[src/rtl/clk_div_ctrl.sv]
// Programmable clock divider with start/stop sequencing and a
// glitch-free config handshake applied on half-period boundaries.
module clk_div_ctrl #(
  parameter int CNT_W       = 32,
  parameter int DEFAULT_DIV = 2_500_000
) (
  input  logic             clk,
  input  logic             rst_a,
  input  logic             start,
  input  logic             stop,
  input  logic             cfg_valid,
  input  logic [CNT_W-1:0] cfg_div,
  output logic             cfg_ready,
  output logic             cfg_err,
  output logic             clk_div,
  output logic             tick,
  output logic             running
);

  typedef enum logic [1:0] {
    IDLE,
    RUN,
    STOPPING
  } state_t;

  state_t           state, state_n;
  logic [CNT_W-1:0] count, count_n;
  logic [CNT_W-1:0] div_reg, div_n;
  logic [CNT_W-1:0] pend_div, pend_div_n;
  logic             pend_valid, pend_valid_n;
  logic             clk_div_n;
  logic             tick_n;
  logic             err_n;
  logic             tc;
  logic             xfer;

  assign tc   = (state != IDLE) &&
                (count == div_reg - 1'b1);
  assign xfer = cfg_valid && cfg_ready;

  always_comb begin
    state_n      = state;
    count_n      = count;
    div_n        = div_reg;
    pend_div_n   = pend_div;
    pend_valid_n = pend_valid;
    clk_div_n    = clk_div;
    tick_n       = 1'b0;
    err_n        = 1'b0;

    unique case (state)
      IDLE: begin
        if (start) state_n = RUN;
      end
      RUN: begin
        if (stop) state_n = STOPPING;
      end
      STOPPING: begin
        if (start && !stop)
          state_n = RUN;
        else if (tc && clk_div)
          state_n = IDLE;
      end
      default: state_n = IDLE;
    endcase

    if (state == IDLE) begin
      count_n   = '0;
      clk_div_n = 1'b0;
    end else if (tc) begin
      count_n   = '0;
      clk_div_n = ~clk_div;
      tick_n    = 1'b1;
    end else begin
      count_n = count + 1'b1;
    end

    // Idle has count=0, so a leftover pending value is safe to apply.
    if (pend_valid && (tc || state == IDLE)) begin
      div_n        = pend_div;
      pend_valid_n = 1'b0;
    end

    if (xfer) begin
      if (cfg_div == '0) begin
        err_n = 1'b1;
      end else if (state == IDLE) begin
        div_n = cfg_div;
      end else begin
        pend_div_n   = cfg_div;
        pend_valid_n = 1'b1;
      end
    end
  end

  always_ff @(posedge clk or negedge rst_a) begin
    if (!rst_a) begin
      state      <= IDLE;
      count      <= '0;
      div_reg    <= CNT_W'(DEFAULT_DIV);
      pend_div   <= '0;
      pend_valid <= 1'b0;
      clk_div    <= 1'b0;
      tick       <= 1'b0;
      running    <= 1'b0;
      cfg_ready  <= 1'b1;
      cfg_err    <= 1'b0;
    end else begin
      state      <= state_n;
      count      <= count_n;
      div_reg    <= div_n;
      pend_div   <= pend_div_n;
      pend_valid <= pend_valid_n;
      clk_div    <= clk_div_n;
      tick       <= tick_n;
      running    <= (state_n != IDLE);
      cfg_ready  <= !pend_valid_n;
      cfg_err    <= err_n;
    end
  end

endmodule
[config.mk]
export PLATFORM = sky130hd
export DESIGN_NAME = clk_div_ctrl
export DESIGN_NICKNAME = d
export VERILOG_FILES = /design/src/rtl/clk_div_ctrl.sv
export SDC_FILE = /design/constraint.sdc
export NUM_CORES = 1
export LEC_CHECK = 0
export BUFFER_PORTS_ARGS = -buffer_cell sky130_fd_sc_hd__clkbuf_2
export CAP_MARGIN = 15
export CORE_MARGIN = 10
export CORE_UTILIZATION = 41
export DETAILED_ROUTE_END_ITERATION = 10
export PLACE_DENSITY = 0.6
export SETUP_SLACK_MARGIN = 0.05
export SLEW_MARGIN = 15
export SYNTH_ARGS = -nofsm -noshare
export SYNTH_HDL_FRONTEND = slang
export SYNTH_SLANG_ARGS = --single-unit
[constraint.sdc]
create_clock -name clk -period 6.8 [get_ports clk]
set_input_delay 2.04 -clock clk [delete_from_list [all_inputs] [get_ports clk]]
set_output_delay 2.04 -clock clk [all_outputs]
set_load 0.005 [all_outputs]
After elaboration in Yosys (flattened, before gate mapping)
Index checks and enable logic that the tools add are counted.

Register bits: 104. Logic and storage cells: 53. Output and inout port bits: 5.

Bitwise logic cells: 3. Reductions and logical operators: 14. Multiplexer cells: 21. Equal/unequal tests: 3. Add/sub/neg operators: 2.

Operators by type and width (count): $mux W32 (6); $add A32 B1 Y32 const B (1); $eq A32 B32 Y1 (1); $logic_not A32 Y1 (1); $sub A32 B1 Y32 const B (1); $mux W1 (10); $mux W2 (4); $pmux W2 S3 (1); $reduce_bool A2 Y1 (3); $logic_and A1 B1 Y1 (5); $not A1 Y1 (3); $reduce_and A3 Y1 (1); $eq A2 B1 Y1 const B (1); $eq A2 B2 Y1 const B (1); $logic_not A1 Y1 (2); $logic_not A2 Y1 (1); $logic_or A1 B1 Y1 (1).

Logic depth before layout (Yosys ltp)
Word-level depth: 10. Mapped depth: 11. Depth with buffers taken out: 10.

Worst setup path after synthesis
OpenSTA, ideal clock, no wires.

Path type: input-to-reg. Start point: input port cfg_div[25]. End point: register pend_div[10]. Slack: 2.997 ns. Cell stages on the path: 7. Required time: 6.675 ns. Arrival: 3.679 ns. Buffers on the path: 2. Cells stage by stage: nor4_1 > nand4_1 > o21bai_1 > or2_2 > clkbuf_1 > clkbuf_1 > mux2_2.

Cells in the longest elaborated chain, start to end: 3.

Ends and longest elaborated chain: start: declaration (line 12) `input logic [CNT_W-1:0] cfg_div,`; $logic_not A32 Y1 (line 85) `if (cfg_div == '0) begin`; $not A1 Y1 (no line); $reduce_and A3 Y1 (no line); end signal: assignment (line 112) `pend_div <= pend_div_n;`; end: declaration (line 29) `logic [CNT_W-1:0] pend_div, pend_div_n;`.

Every way passes these cells. A chain may end at the register's enable or synchronous reset.

Worst setup path in the final report
Start point: register div_reg[9]. End point: register div_reg[31].

Cells in the longest elaborated chain, start to end: 9.

Ends and longest elaborated chain: start: declaration (line 28) `logic [CNT_W-1:0] div_reg, div_n;`; start signal: assignment (line 100) `div_reg <= CNT_W'(DEFAULT_DIV);`; start signal: assignment (line 111) `div_reg <= div_n;`; $sub A32 B1 Y32 * (line 38) `(count == div_reg - 1'b1);`; $eq A32 B32 Y1 * (line 38); $logic_and A1 B1 Y1 * (line 37) `assign tc = (state != IDLE) &&`; $logic_or A1 B1 Y1 * (line 79) `if (pend_valid && (tc || state == IDLE)) begin`; $logic_and A1 B1 Y1 * (line 79); $mux W32 * (line 79); $mux W32 (line 87) `end else if (state == IDLE) begin`; $mux W32 (line 85); $mux W32 * (line 84) `if (xfer) begin`; net div_n[31] (line 28).

Mark *: on every way through the listed nets, which the timed path passes. The rest lies on a longest branch.

==> flow_summary.toml <==
[yosys]
syn_area_um2 = 6240
ys_seq_area_share_pct = 41.9
synth-main-ff-cell = "dfrtp_1"
synth_cells = 645
post-synth-top-count-cell = "dfrtp_1"
ys_types = 58
synth_top_area_cell = "dfrtp_1"
ys_top_cells_by_count = "dfrtp_1, nand2_1, nor2_1"
ys_ff_latch = 104
synth_edf_count = 0
synth_top_area_share_pct = 38.1
synth-async-reset-ratio_pct = 100
yosysWarnings = 0
synth.area.top_cells = "dfrtp_1, o211ai_2, mux2_2"
avgSynthCellArea_um2 = 9.68
syn_nets = 684

[run_status]
status = "finished clean"

[timing]
max_freq_ghz = 0.231
fin_crit_ns = 4.33
fin_setup_tns_ns = 0
fin_worst_skew_ns = 0.0112
finalSetupViolations = 0
maxSlewHeadroom_pct = 31.4
worst_pin_slew_ns = 1.03
setup_ws_ns = 2.47
slew_violations = 0
rsz0062_at_grt = "no"
fin_hold_ws_ns = 0.507
hold_viol = 0
finalCritPeriodShare_pct = 63.6

[critical_path]
worstPathRequired_ns = 7.00
r2r_cells = 9
arrival_ns = 4.53
rrSetupSlack_ns = 2.47
critPathCaptureType = "flop"
critPathLaunchType = "flop"
r2r-start = "div_reg[9]"
r2r-end = "div_reg[31]"
crit_type = "reg2reg"
cp_max_fo = 33

[min_path]
hold_path_class = "reg2reg"
min_from = "pend_div[14]"
min_path_cells = 1
min_to = "pend_div[14]"

[placement]
place_hpwl_um = 10700
port_buffers = 41
dp_slack_ns = 2.21
gp_congestion = 0.863
placed_cell_area_um2 = 6530

[routing]
drc = 0
vias_per_cell = 5.96
routedWlPerCell_um = 18.4
vias = 5050
routed_wl_um = 15600
ant_nets = 0
firstDrtPassIters = 5
drt_iter0_drc = 410

[floorplan]
fp.dieH_um = 143
dieWidth_um = 143
core-area_um2 = 15000
die_area_um2 = 20600
start_util_pct = 41.5
rows = 45
ios = 42

[clock_network]
numCtsBuffers = 9
ctsResizeCount = 0
root_buffer = "clkbuf_16"
post_cts_buffers = 0
cts_buffer_depth = 2
cts_hold_buffers = 0
clkTransAtPathRegs_ns = 0.08
tritoncts = "yes"
insertion_delay_ns = 0.36
cts_sinks = 104
htreeDepth = 3

[cells_and_area]
fin_util_pct = 45.5
layout-drive-gt1-share_pct = 22.9
finalNetCount = 694
stdcell_area_um2 = 6840
areaGrowthSynthToFinish_pct = 9.60
antenna_cells = 0

[global_route]
grt_pass1_wl_um = 25800
antenna_found_initial = 0
gr-total-overflow = 0
grt_usage_pct = 15.6
grt_max_degree = 73
grt_pass1_vias = 4901

[power_and_ir_drop]
ir_drop_v = 0.000218
leakagePower_nw = 2.78
power_density_nw_per_um2 = 420

[flow_run]
maxCapViolCount = 0
worst max-delay path by stage:
stage,start,end,slack (ns),cells after the start
detailed placement,cfg_div[0],div_reg[20],2.21,7
finish,div_reg[9],div_reg[31],2.47,9
CTS,div_reg[9],div_reg[31],2.50,9
global placement,cfg_div[0],div_reg[10],2.31,7
global route,div_reg[9],div_reg[31],2.07,8
floorplan,cfg_div[25],pend_div[10],3.00,7
logic make-up after synthesis:
kind of cell    after synthesis  share of synthesized area (%)
fa+ha+maj                     2                          0.401
buf+inv                      57                           3.95
xor+xnor                     68                           9.54
flops                       104                           41.9
simple gates                263                           21.6
compound gates              118                           16.7
mux                          33                           5.93
critical path, cell delays in order (launching register included):
cell and delay, ns:
dfrtp_1 0.46, nor4_1 0.83, nand4_1 0.40, nor4_2 0.46, mux2i_1 0.23, a31oi_1 0.14, o221ai_2 0.16, buf_4 0.38
o21a_2 0.88, o211ai_1 0.22
cells in the final DEF (no fill, tap or decap), types with 10 or more instances in the layout:
cell type and n:
o2111ai_1 32, xnor2_1 36, clkbuf_2 40, mux2_2 32, nor2_1 52, a21oi_1 12, o211ai_2 30, xor2_1 32
nor4_1 22, nand3_1 18, nand2_1 85, nor3_1 16, dfrtp_1 95, nand4_1 10
power by group:
part	switching [mW]	total, mW	internal, mW	leakage [nW]
Combinational	0.686	1.21	0.524	1.33
Clock	0.244	0.544	0.300	0.151
Sequential	0.263	1.12	0.856	1.30
cell type report:
type,count,area (um2)
clock buffer,11,243
clock inverter,5,65.1
fill,1372,8190
inverter,9,33.8
multi-input combinational,484,3400
sequential,104,2610
tap,188,235
timing repair buffer,47,253
routing by layer:
| layer | vias to the layer above | routed length, um | global-route usage [%] |
|---|---|---|---|
| met5 | - | 0 | 0 |
| met4 | 0 | 388 | 7.15 |
| met3 | 31 | 635 | 2.44 |
| met2 | 119 | 7150 | 23.6 |
| met1 | 2525 | 7390 | 21.5 |
| li1 | 2375 | - | - |
per-stage QoR:
stage	total power [mW]	cells
2_1_floorplan	2.04	645
3_3_place_gp	2.27	832
3_5_place_dp	2.32	832
4_1_cts	2.88	848
5_1_grt	3.07	848
6_report	2.87	848
(Power assumes the default switching activity.)
